### src/rtl/seq_pattern_tx.sv
// Serial pattern source: shifts a captured PAT_W-bit pattern out MSB-first,
// repeating it a latched number of times (0 = until abort) with optional idle gaps.
module seq_pattern_tx #(
   parameter int unsigned PAT_W    = 4,
   parameter int unsigned CNT_W    = 4,
   parameter int unsigned GAP_CYC  = 0,
   parameter logic        IDLE_BIT = 1'b1
) (
   input  logic             clk,
   input  logic             reset,
   input  logic             start,
   input  logic [PAT_W-1:0] pattern,
   input  logic [CNT_W-1:0] repeat_cnt,
   input  logic             abort,
   output logic             x_out,
   output logic             valid,
   output logic             busy,
   output logic             done,
   output logic             aborted,
   output logic [1:0]       state_dbg
);

   typedef enum logic [1:0] {
      S_IDLE = 2'd0,
      S_SEND = 2'd1,
      S_GAP  = 2'd2,
      S_FIN  = 2'd3
   } state_t;

   localparam int unsigned    IW       = $clog2(PAT_W);
   localparam int unsigned    GW       = (GAP_CYC > 1) ? $clog2(GAP_CYC) : 1;
   localparam logic [IW-1:0]  IDX_LAST = IW'(PAT_W - 1);
   localparam logic [GW-1:0]  GAP_LAST = GW'((GAP_CYC > 0) ? GAP_CYC - 1 : 0);

   state_t           state_q;
   logic [PAT_W-1:0] shreg_q;
   logic [IW-1:0]    idx_q;
   logic [CNT_W-1:0] rep_q;
   logic             cont_q;
   logic [GW-1:0]    gap_q;

   assign state_dbg = state_q;

   // The shift register rotates once per sent bit, so x_out always takes the
   // bit just below the MSB; after PAT_W rotations it holds the original pattern
   // again, which makes back-to-back repetitions and gap exits seamless.
   always_ff @(posedge clk or posedge reset) begin
      if (reset) begin
         state_q <= S_IDLE;
         shreg_q <= '0;
         idx_q   <= '0;
         rep_q   <= '0;
         cont_q  <= 1'b0;
         gap_q   <= '0;
         x_out   <= IDLE_BIT;
         valid   <= 1'b0;
         busy    <= 1'b0;
         done    <= 1'b0;
         aborted <= 1'b0;
      end else begin
         done <= 1'b0;
         case (state_q)
            S_IDLE: begin
               x_out <= IDLE_BIT;
               valid <= 1'b0;
               busy  <= 1'b0;
               if (start) begin
                  state_q <= S_SEND;
                  shreg_q <= pattern;
                  rep_q   <= repeat_cnt;
                  cont_q  <= (repeat_cnt == '0);
                  idx_q   <= '0;
                  aborted <= 1'b0;
                  x_out   <= pattern[PAT_W-1];
                  valid   <= 1'b1;
                  busy    <= 1'b1;
               end
            end
            S_SEND: begin
               if (abort) begin
                  state_q <= S_FIN;
                  x_out   <= IDLE_BIT;
                  valid   <= 1'b0;
                  busy    <= 1'b0;
                  done    <= 1'b1;
                  aborted <= 1'b1;
               end else begin
                  shreg_q <= {shreg_q[PAT_W-2:0], shreg_q[PAT_W-1]};
                  if (idx_q == IDX_LAST) begin
                     idx_q <= '0;
                     if (!cont_q) rep_q <= rep_q - CNT_W'(1);
                     if (!cont_q && (rep_q == CNT_W'(1))) begin
                        state_q <= S_FIN;
                        x_out   <= IDLE_BIT;
                        valid   <= 1'b0;
                        busy    <= 1'b0;
                        done    <= 1'b1;
                     end else if (GAP_CYC > 0) begin
                        state_q <= S_GAP;
                        gap_q   <= '0;
                        x_out   <= IDLE_BIT;
                        valid   <= 1'b0;
                     end else begin
                        x_out <= shreg_q[PAT_W-2];
                     end
                  end else begin
                     idx_q <= idx_q + IW'(1);
                     x_out <= shreg_q[PAT_W-2];
                  end
               end
            end
            S_GAP: begin
               if (abort) begin
                  state_q <= S_FIN;
                  x_out   <= IDLE_BIT;
                  valid   <= 1'b0;
                  busy    <= 1'b0;
                  done    <= 1'b1;
                  aborted <= 1'b1;
               end else if (gap_q == GAP_LAST) begin
                  state_q <= S_SEND;
                  idx_q   <= '0;
                  x_out   <= shreg_q[PAT_W-1];
                  valid   <= 1'b1;
               end else begin
                  gap_q <= gap_q + GW'(1);
               end
            end
            S_FIN: begin
               state_q <= S_IDLE;
               x_out   <= IDLE_BIT;
               valid   <= 1'b0;
               busy    <= 1'b0;
            end
            default: state_q <= S_IDLE;
         endcase
      end
   end

endmodule
### config.mk
export PLATFORM = sky130hd
export DESIGN_NAME = seq_pattern_tx
export DESIGN_NICKNAME = d
export VERILOG_FILES = /design/src/rtl/seq_pattern_tx.sv
export SDC_FILE = /design/constraint.sdc
export NUM_CORES = 1
export LEC_CHECK = 0
export BUFFER_PORTS_ARGS = -buffer_cell sky130_fd_sc_hd__buf_2
export CORE_AREA = 2 2 43 61
export CTS_CLUSTER_SIZE = 8
export DETAILED_ROUTE_END_ITERATION = 16
export DIE_AREA = 0 0 45 63
export GPL_ROUTABILITY_DRIVEN = 0
export PLACE_DENSITY = 0.77
export SYNTH_ARGS = -nofsm -noshare
export SYNTH_HDL_FRONTEND = slang
export SYNTH_SLANG_ARGS = --single-unit
### constraint.sdc
create_clock -name clk -period 1.95 [get_ports clk]
set_input_delay 0.39 -clock clk [delete_from_list [all_inputs] [get_ports clk]]
set_output_delay 0.39 -clock clk [all_outputs]
set_load 0.01 [all_outputs]
==> impl_metrics.toml, run 1 <==
[detailed_routing]
drc_errors = 0
drt-total-wl_microns = 2720
drt-pass1-iter-count = 4
post_drt_wl_per_cell_microns = 15.1
ant_nets = 0
vias = 1093
viasPerCell = 6.07
drt_iter0_markers = 31

[synth]
synth.avg_cell_area_sq_um = 8.97
syn_area_sq_um = 1250
syn-num-nets = 160
synthDistinctLibCells = 42
ys_seq_elements = 18
synthCells = 139
ys_seq_area_share_pct = 36.2
yosys_warnings = 0
async_flop_share_pct = 100
synth_ff_type = "dfrtp_1"
synth_edf_count = 0

[cts]
cts_setup_buffers = 0
clk_pin_slew_ns = 0.11
root_buffer = "clkbuf_4"
cts_tree = "yes"
clock_latency_ns = 0.30
cts.htree.levels = 1
clock-sinks = 18
ctsHoldBuffers = 0
cts_inserted_buffers = 3
clk_path_buf_depth = 2

[critical_path]
endpoint_kind = "flip-flop"
crit_path_max_incr_delay_ns = 0.46
path_class = "flip-flop to flip-flop"
worst_setup_path_start_kind = "flip-flop"
cp.required_ns = 2.15
crit_family = "flip-flops"
path_max_fanout = 6
path_cells = "inv_1 -> ha_1 -> mux2_4 -> nand2_1 -> o21ai_1 -> a221o_1"
path_buf_inv = 1
cp_slowest_cell = "dfrtp_1"
ff2ff_path_depth = 6
cp.depth = 6
critical_path_arrival_ns = 1.95

[final_layout]
syn_to_final_growth_pct = 11.0
nFillCells = 220
seq_area_sq_um = 452
fin_nets = 179
num_antenna_cells = 0
final_area_sq_um = 1380
multi_input_area_sq_um = 728
drive_above_1_share_pct = 22.3

[floorplan]
initial_core_util_pct = 53.9
io_pins = 19
die_w_microns = 45
die_h_microns = 63
core-area_sq_um = 2310
fp-row-count = 21
die_area_sq_um = 2840

[global_routing]
grt_pass1_vias = 1083
grtUsageTotal_pct = 21.8
grt_overflow = 0
grt_max_degree = 23
antenna_found_initial = 0
grt_pass1_wl_microns = 4750

[job]
maxCapViolations = 0

[worst_hold_path]
hold_path_class = "primary input to async pin"

[place]
pre_cts_slack_ns = 0.142
place_area_sq_um = 1350
portBuffers = 18
hpwl_microns = 1960

[outcome]
run_status = "complete, no violations"

[power]
cellLeakagePower_nw = 0.630
peakVddDrop_v = 0.000753
power_density_nw_per_um2 = 1500

[timing]
fin_ws_ns = 0.200
tightestPinTransition_ns = 0.722
final-max-slew-violation-count = 0
final.period_utilization_pct = 89.7
finalHoldViolCount = 0
period_needed_ns = 1.75
rsz0062_at_grt = "false"
finClkSkew_ns = 0.00651
max_freq_mhz = 571
finalSetupTns_ns = 0
setup_violations = 0
maxSlewHeadroom_pct = 51.8
report_power, final:
| part | switching (mW) | internal [mW] |
|---|---|---|
| Combinational | 0.609 | 0.527 |
| Clock | 0.124 | 0.114 |
| Sequential | 0.159 | 0.539 |
logic make-up after synthesis:
group	count (synthesis)	share of synthesized area, %
buf+inv	14	5.52
compound gates	43	22.5
mux	4	3.71
simple gates	51	23.0
fa+ha+maj	9	9.04
flops	18	36.2
final timing paths:
| check | startpoint | endpoint | slack (ns) |
|---|---|---|---|
| worst min-delay path | reset | state_dbg[1] | 0.19 |
| worst max register to register | state_dbg[1] | shreg_q[0] | 0.20 |
| worst max-delay path | state_dbg[1] | shreg_q[0] | 0.20 |
| max in group asynchronous | reset | rep_q[2] | 1.30 |
| min in group clk | repeat_cnt[2] | cont_q | 0.38 |
| worst min register to register | busy | busy | 0.51 |
sequential cells by signal (all words and copies together), names as in the netlist:
signal     count
x_out          1
state_dbg      2
aborted        1
cont_q         1
idx_q          2
done           1
valid          1
busy           1
shreg_q        4
rep_q          4
area by class of cell:
type / count / share of cell area (%)
Multi-Input combinational cell: 107 / 52.6
Clock buffer: 4 / 2.62
Inverter: 7 / 1.90
Sequential cell: 18 / 32.6
Timing Repair Buffer: 21 / 8.14
Tap cell: 23 / 2.08
synthesized netlist by cell type (2+ instances only):
| cell type | number | area, sq um |
|---|---|---|
| o22ai_1 | 2 | 12.5 |
| a21oi_1 | 13 | 65.1 |
| or4_1 | 2 | 15.0 |
| ha_1 | 9 | 113 |
| a22o_1 | 4 | 35.0 |
| nand3_1 | 3 | 15.0 |
| o21ai_0 | 7 | 35.0 |
| or2_2 | 2 | 12.5 |
| nand2_1 | 16 | 60.1 |
| inv_1 | 7 | 26.3 |
| nor2b_1 | 9 | 56.3 |
| a221oi_1 | 2 | 17.5 |
| nor2_1 | 5 | 18.8 |
| mux2i_1 | 2 | 20.0 |
| buf_2 | 4 | 20.0 |
| o21ai_1 | 4 | 20.0 |
| nand2b_1 | 3 | 18.8 |
| dfrtp_1 | 17 | 425 |
| nor3_1 | 3 | 15.0 |
| a221o_1 | 3 | 30.0 |
layer usage:
layer / GRT usage [%] / part of all wire, %
met5: 0 / 0
met4: 9.93 / 1.5
met3: 2.89 / 3.2
met2: 33.9 / 50
met1: 29.2 / 45
repair_timing:
item / CTS / global route
gates resized for setup: 0 / 1
endpoints found under the setup margin: 0 / 2
hold endpoints to repair: 0 / 0
layout by cell type (no fill, tap or decap), types with 3 or more instances in the layout:
| cell type | instances |
|---|---|
| dfrtp_1 | 17 |
| nor2_1 | 5 |
| nor3_1 | 3 |
| a221o_1 | 3 |
| clkbuf_4 | 3 |
| a22o_1 | 4 |
| nand2_1 | 16 |
| inv_1 | 7 |
| a21oi_1 | 13 |
| nor2b_1 | 9 |
| o21ai_1 | 4 |
| o21ai_0 | 7 |
| buf_2 | 18 |
| ha_1 | 8 |
| nand2b_1 | 3 |
| buf_4 | 3 |
| nand3_1 | 3 |
stage by stage:
| step | total power, mW | util, % | hold slack [ns] | cells |
|---|---|---|---|---|
| finish | 2.07 | 59.8 | 0.190 | 180 |
| global route | 2.28 | 59.8 | 0.242 | 180 |
| CTS | 2.07 | 59.7 | 0.205 | 180 |
| detailed placement | 1.83 | 58.2 | 0.487 | 176 |
| global placement | 1.80 | 58.2 | 0.474 | 176 |
| floorplan | 1.54 | - | 0.328 | 139 |
No activity file was read; power rests on OpenSTA's default activity.
==> run 2, diff against run 1 <==
Settings changed: BUFFER_PORTS_ARGS -buffer_cell sky130_fd_sc_hd__buf_2 to -buffer_cell sky130_fd_sc_hd__buf_4.
==> run 2 against run 1 <==
Compared with the run above:
- clock power down 5%
- non-clock buffer count unchanged
- setup slack worse by 0.0014 ns
- critical path depth unchanged
- utilization up 1.9 points
- sequential power down 1%
- via count down 0.64%
- largest cell class unchanged
- register-to-register slack about the same
- critical path type unchanged
- highest routed layer unchanged
==> impl_metrics.toml, run 2 (synthesized netlist as in run 1, its figures left out) <==
[outcome]
run_status = "complete, no violations"

[place]
hpwl_microns = 2010
portBuffers = 18
dp.cells = 176
place_area_sq_um = 1390

[floorplan]
die_w_microns = 45
fp-row-count = 21
core-area_sq_um = 2310
io_pins = 19
die_h_microns = 63
die_area_sq_um = 2840
initial_core_util_pct = 53.9

[power]
power_density_nw_per_um2 = 1470
peakVddDrop_v = 0.000790
fin_total_pwr_mw = 2.10
cellLeakagePower_nw = 0.643

[timing]
rsz0062_at_grt = "false"
finClkSkew_ns = 0.00173
tightestPinTransition_ns = 0.676
period_needed_ns = 1.75
setup_violations = 0
finalHoldViolCount = 0
final-max-slew-violation-count = 0
max_freq_mhz = 571
maxSlewHeadroom_pct = 54.9
final.period_utilization_pct = 89.8
finalSetupTns_ns = 0

[critical_path]
path_class = "flip-flop to flip-flop"
cp_slowest_cell = "dfrtp_1"
r2r_start = "state_dbg[0]"
reg2reg_to = "shreg_q[0]"
ff2ff_path_depth = 6
worst_setup_path_start_kind = "flip-flop"
path_max_fanout = 6
crit_path_max_incr_delay_ns = 0.45
cp.required_ns = 2.13
path_cells = "inv_1 -> ha_1 -> mux2_4 -> nand2_1 -> o21ai_1 -> a221o_1"
endpoint_kind = "flip-flop"
r2r_slack_ns = 0.20
critical_path_arrival_ns = 1.93

[detailed_routing]
drc_errors = 0
drt-pass1-iter-count = 4
ant_nets = 0
drt_iter0_markers = 35
viasPerCell = 6.03
post_drt_wl_per_cell_microns = 14.8
drt-total-wl_microns = 2660
vias = 1086

[cts]
cts_setup_buffers = 0
clk_path_buf_depth = 2
cts_tree = "yes"
cts_inserted_buffers = 3
clk_pin_slew_ns = 0.10
root_buffer = "clkbuf_4"
clock_latency_ns = 0.28
cts.htree.levels = 1
clock-sinks = 18

[global_routing]
grt_overflow = 0
grtUsageTotal_pct = 20.6
grt_pass1_wl_microns = 4460
antenna_found_initial = 0
grt_pass1_vias = 1056
grt_max_degree = 23

[job]
maxCapViolations = 0

[final_layout]
top_regs = "rep_q: 4 flops, shreg_q: 4 flops"
fin_nets = 179
nFillCells = 210
drive_above_1_share_pct = 22.3
layout_common_cells = "21 x buf_4, 17 x dfrtp_1, 16 x nand2_1, 13 x a21oi_1, 9 x nor2b_1"
final_area_sq_um = 1430
layout_commonest_cell = "buf_4"
instances_no_fill = 180
final_util_pct = 61.8
num_antenna_cells = 0
syn_to_final_growth_pct = 14.7

[worst_hold_path]
hold_path_class = "primary input to async pin"
## run 2: cell types whose count changed in the layout (fill, tap and decap cells not counted)
| cell | delta |
|---|---|
| buf_4 | +18 |
| buf_2 | -18 |
## run 2: cell type report
class / count / area [sq um] / share of cell area (%)
multi-input cells: 107 / 728 / 51.0
flip-flops and latches: 18 / 452 / 31.6
repair buffers: 21 / 158 / 11.0
clock buffers: 4 / 36.3 / 2.54
well taps: 23 / 28.8 / 2.01
inverters: 7 / 26.3 / 1.84
## run 2: repair_timing
action                                  in CTS  in global routing
hold buffers                                 0                  0
endpoints found under the setup margin       0                  1
gates resized for setup                      0                  1
## run 2: through the flow
step / hold slack [ns] / setup slack [ns]
global placement: 0.482 / 0.215
floorplan: 0.328 / 0.217
finish: 0.197 / 0.199
detailed placement: 0.495 / 0.155
CTS: 0.212 / 0.134
global route: 0.247 / 0.0838
## run 2: critical path, delay by kind of cell (launching register included)
family          cells  cell delay [ns]
buf+inv             1             0.14
compound gates      2             0.40
flops               1             0.45
simple gates        1             0.08
fa+ha+maj           1             0.22
mux                 1             0.35
## run 2: how the worst max path moves through the flow
| stage | startpoint | to | slack, ns | depth (start not counted) |
|---|---|---|---|---|
| final | state_dbg[0] | shreg_q[0] | 0.20 | 6 |
| after floorplan | state_dbg[1] | shreg_q[0] | 0.22 | 7 |
| after global routing | state_dbg[0] | shreg_q[0] | 0.08 | 6 |
| after global placement | state_dbg[0] | shreg_q[0] | 0.21 | 5 |
| after detailed placement | state_dbg[0] | shreg_q[0] | 0.15 | 5 |
| after CTS | state_dbg[1] | valid | 0.13 | 5 |
## run 2: report_power, final
group,total [mW],internal [mW],switching [mW]
Clock,0.225,0.114,0.112
Sequential,0.690,0.539,0.150
Combinational,1.19,0.566,0.621
Total,2.10,1.22,0.883
## run 2: per-layer routing
metal,share of wire [%],up-vias,GRT usage [%]
li1,-,537,-
met1,45,515,23.9
met2,49,25,34.6
met3,3.0,9,2.89
met4,2.9,0,10.7
met5,0,-,0
==> run 3, diff against run 2 <==
Settings changed: CORE_AREA 2 2 43 61 to 3 3 47 66, DIE_AREA 0 0 45 63 to 0 0 50 69, PLACE_DENSITY 0.77 to 0.68, SLEW_MARGIN from default to 5.
==> run 3 against run 2 <==
Compared with the run above:
- clock skew rose by 0.012 ns
- design area increased by 0.96%
- sequential share of layout area down 0.30 points
- register-to-register slack barely moved
- via count fell by 2.1%
- flip-flop and latch count did not move
- setup slack worse by 0.0053 ns
- first-iteration DRC count down 29%
- global-route usage is 3.4 points lower
- die area up 22%
- cell count is 7.2% higher
- fmax decreased by 0.30%
- critical path type unchanged
==> impl_metrics.toml, run 3 (synthesized netlist as in run 1, its figures left out) <==
[outcome]
run_status = "complete, no violations"

[timing]
finalSetupTns_ns = 0
finalHoldViolCount = 0
max_freq_mhz = 569
maxSlewHeadroom_pct = 53.8
final.period_utilization_pct = 90.1
tightestPinTransition_ns = 0.693
hold_ws_ns = 0.171
setup_violations = 0
finClkSkew_ns = 0.0136
rsz0062_at_grt = "false"
final-max-slew-violation-count = 0
period_needed_ns = 1.76

[critical_path]
reg2reg_to = "shreg_q[0]"
path_max_fanout = 6
worst_setup_path_start_kind = "flip-flop"
cp.required_ns = 2.17
cp_slowest_cell = "dfrtp_1"
ff2ff_path_depth = 6
critPathCapture = "shreg_q[0]"
endpoint_kind = "flip-flop"
r2r_slack_ns = 0.19
crit_path_max_incr_delay_ns = 0.46
path_class = "flip-flop to flip-flop"
r2r_start = "state_dbg[0]"
critical_path_arrival_ns = 1.97
cp-startpoint = "state_dbg[0]"
path_cells = "inv_1 -> ha_1 -> mux2_4 -> nand2_1 -> o21ai_1 -> a221o_1"

[cts]
clk_path_buf_depth = 2
cts_resized = 0
root_buffer = "clkbuf_4"
clock_latency_ns = 0.32
cts_inserted_buffers = 3
cts_setup_buffers = 0
cts_tree = "yes"
cts.htree.levels = 1
ctsHoldBuffers = 0
clk_pin_slew_ns = 0.11
clock-sinks = 18

[detailed_routing]
ant_nets = 0
drt_iter0_markers = 25
post_drt_wl_per_cell_microns = 14.4
vias = 1063
viasPerCell = 5.51
drt-pass1-iter-count = 4
drt-total-wl_microns = 2770
drc_errors = 0

[floorplan]
core-area_sq_um = 2620
die_w_microns = 50
die_h_microns = 69
fp-row-count = 22
die_area_sq_um = 3450
initial_core_util_pct = 47.7
io_pins = 19

[global_routing]
grt_overflow = 0
antenna_found_initial = 0
grtUsageTotal_pct = 17.2
grt_pass1_wl_microns = 4730
grt_pass1_vias = 1072
grt_max_degree = 23

[final_layout]
fin_nets = 179
multi_input_area_sq_um = 726
drive_above_1_share_pct = 21.7
seq_area_sq_um = 452
nFillCells = 237
top_regs = "rep_q: 4 flops, shreg_q: 4 flops"
syn_to_final_growth_pct = 15.8
layout_common_cells = "21 x buf_4, 17 x dfrtp_1, 16 x nand2_1, 13 x a21oi_1"
final_util_pct = 55.2
num_antenna_cells = 0
instances_no_fill = 193
layout_commonest_cell = "buf_4"

[power]
clkPwrFrac_pct = 11.4
seqPwrFrac_pct = 33.0
p_int_mw = 1.22
comb_power_share_pct = 55.6
switching_power_mw = 0.910
cellLeakagePower_nw = 0.645
peakVddDrop_v = 0.000866
power_density_nw_per_um2 = 1470
netSwitchingFraction_pct = 42.8

[job]
maxCapViolations = 0

[place]
portBuffers = 18
hpwl_microns = 2070
dp.cells = 189

[worst_hold_path]
hold_path_class = "primary input to async pin"
run 3: how the worst min path moves through the flow:
stage / to / start
floorplan: aborted / reset
global placement: busy / busy
detailed placement: busy / busy
CTS: valid / reset
global route: valid / reset
finish: valid / reset
run 3: metal layers:
metal / vias to the layer above / GRT usage [%] / part of all wire, %
met5: - / 0 / 0
li1: 534 / - / -
met4: 0 / 6.77 / 1.5
met2: 17 / 28.3 / 52
met3: 5 / 2.59 / 3.5
met1: 507 / 22.1 / 43
run 3: worst max-delay path, delay by kind of cell (launching register included):
kind / cells / cell delay, ns
DFF: 1 / 0.46
AOI/OAI and AO/OA: 2 / 0.40
muxes: 1 / 0.35
adders and majority gates: 1 / 0.22
buffers and inverters: 1 / 0.14
and+or+nand+nor: 1 / 0.08
run 3: power by group through the flow:
stage / registers (mW) / logic, mW / clock network (mW)
after floorplan: 0.702 / 0.834 / 0
after global placement: 0.698 / 1.16 / 0
after detailed placement: 0.707 / 1.19 / 0
after CTS: 0.699 / 1.20 / 0.244
after global routing: 0.722 / 1.33 / 0.261
final: 0.702 / 1.18 / 0.242
run 3: final cells by class:
cell class	instances	area share, %
clock buffers	4	2.52
flip-flops and latches	18	31.3
well taps	36	3.12
multi-input cells	107	50.3
inverters	7	1.82
repair buffers	21	10.9
run 3: through the flow:
step                power [mW]  instance area, sq um  setup slack [ns]
floorplan                 1.54                  1250             0.217
global placement          1.86                  1410             0.287
global route              2.32                  1440            0.0247
CTS                       2.14                  1440             0.187
finish                    2.13                  1440             0.193
detailed placement        1.89                  1410             0.203
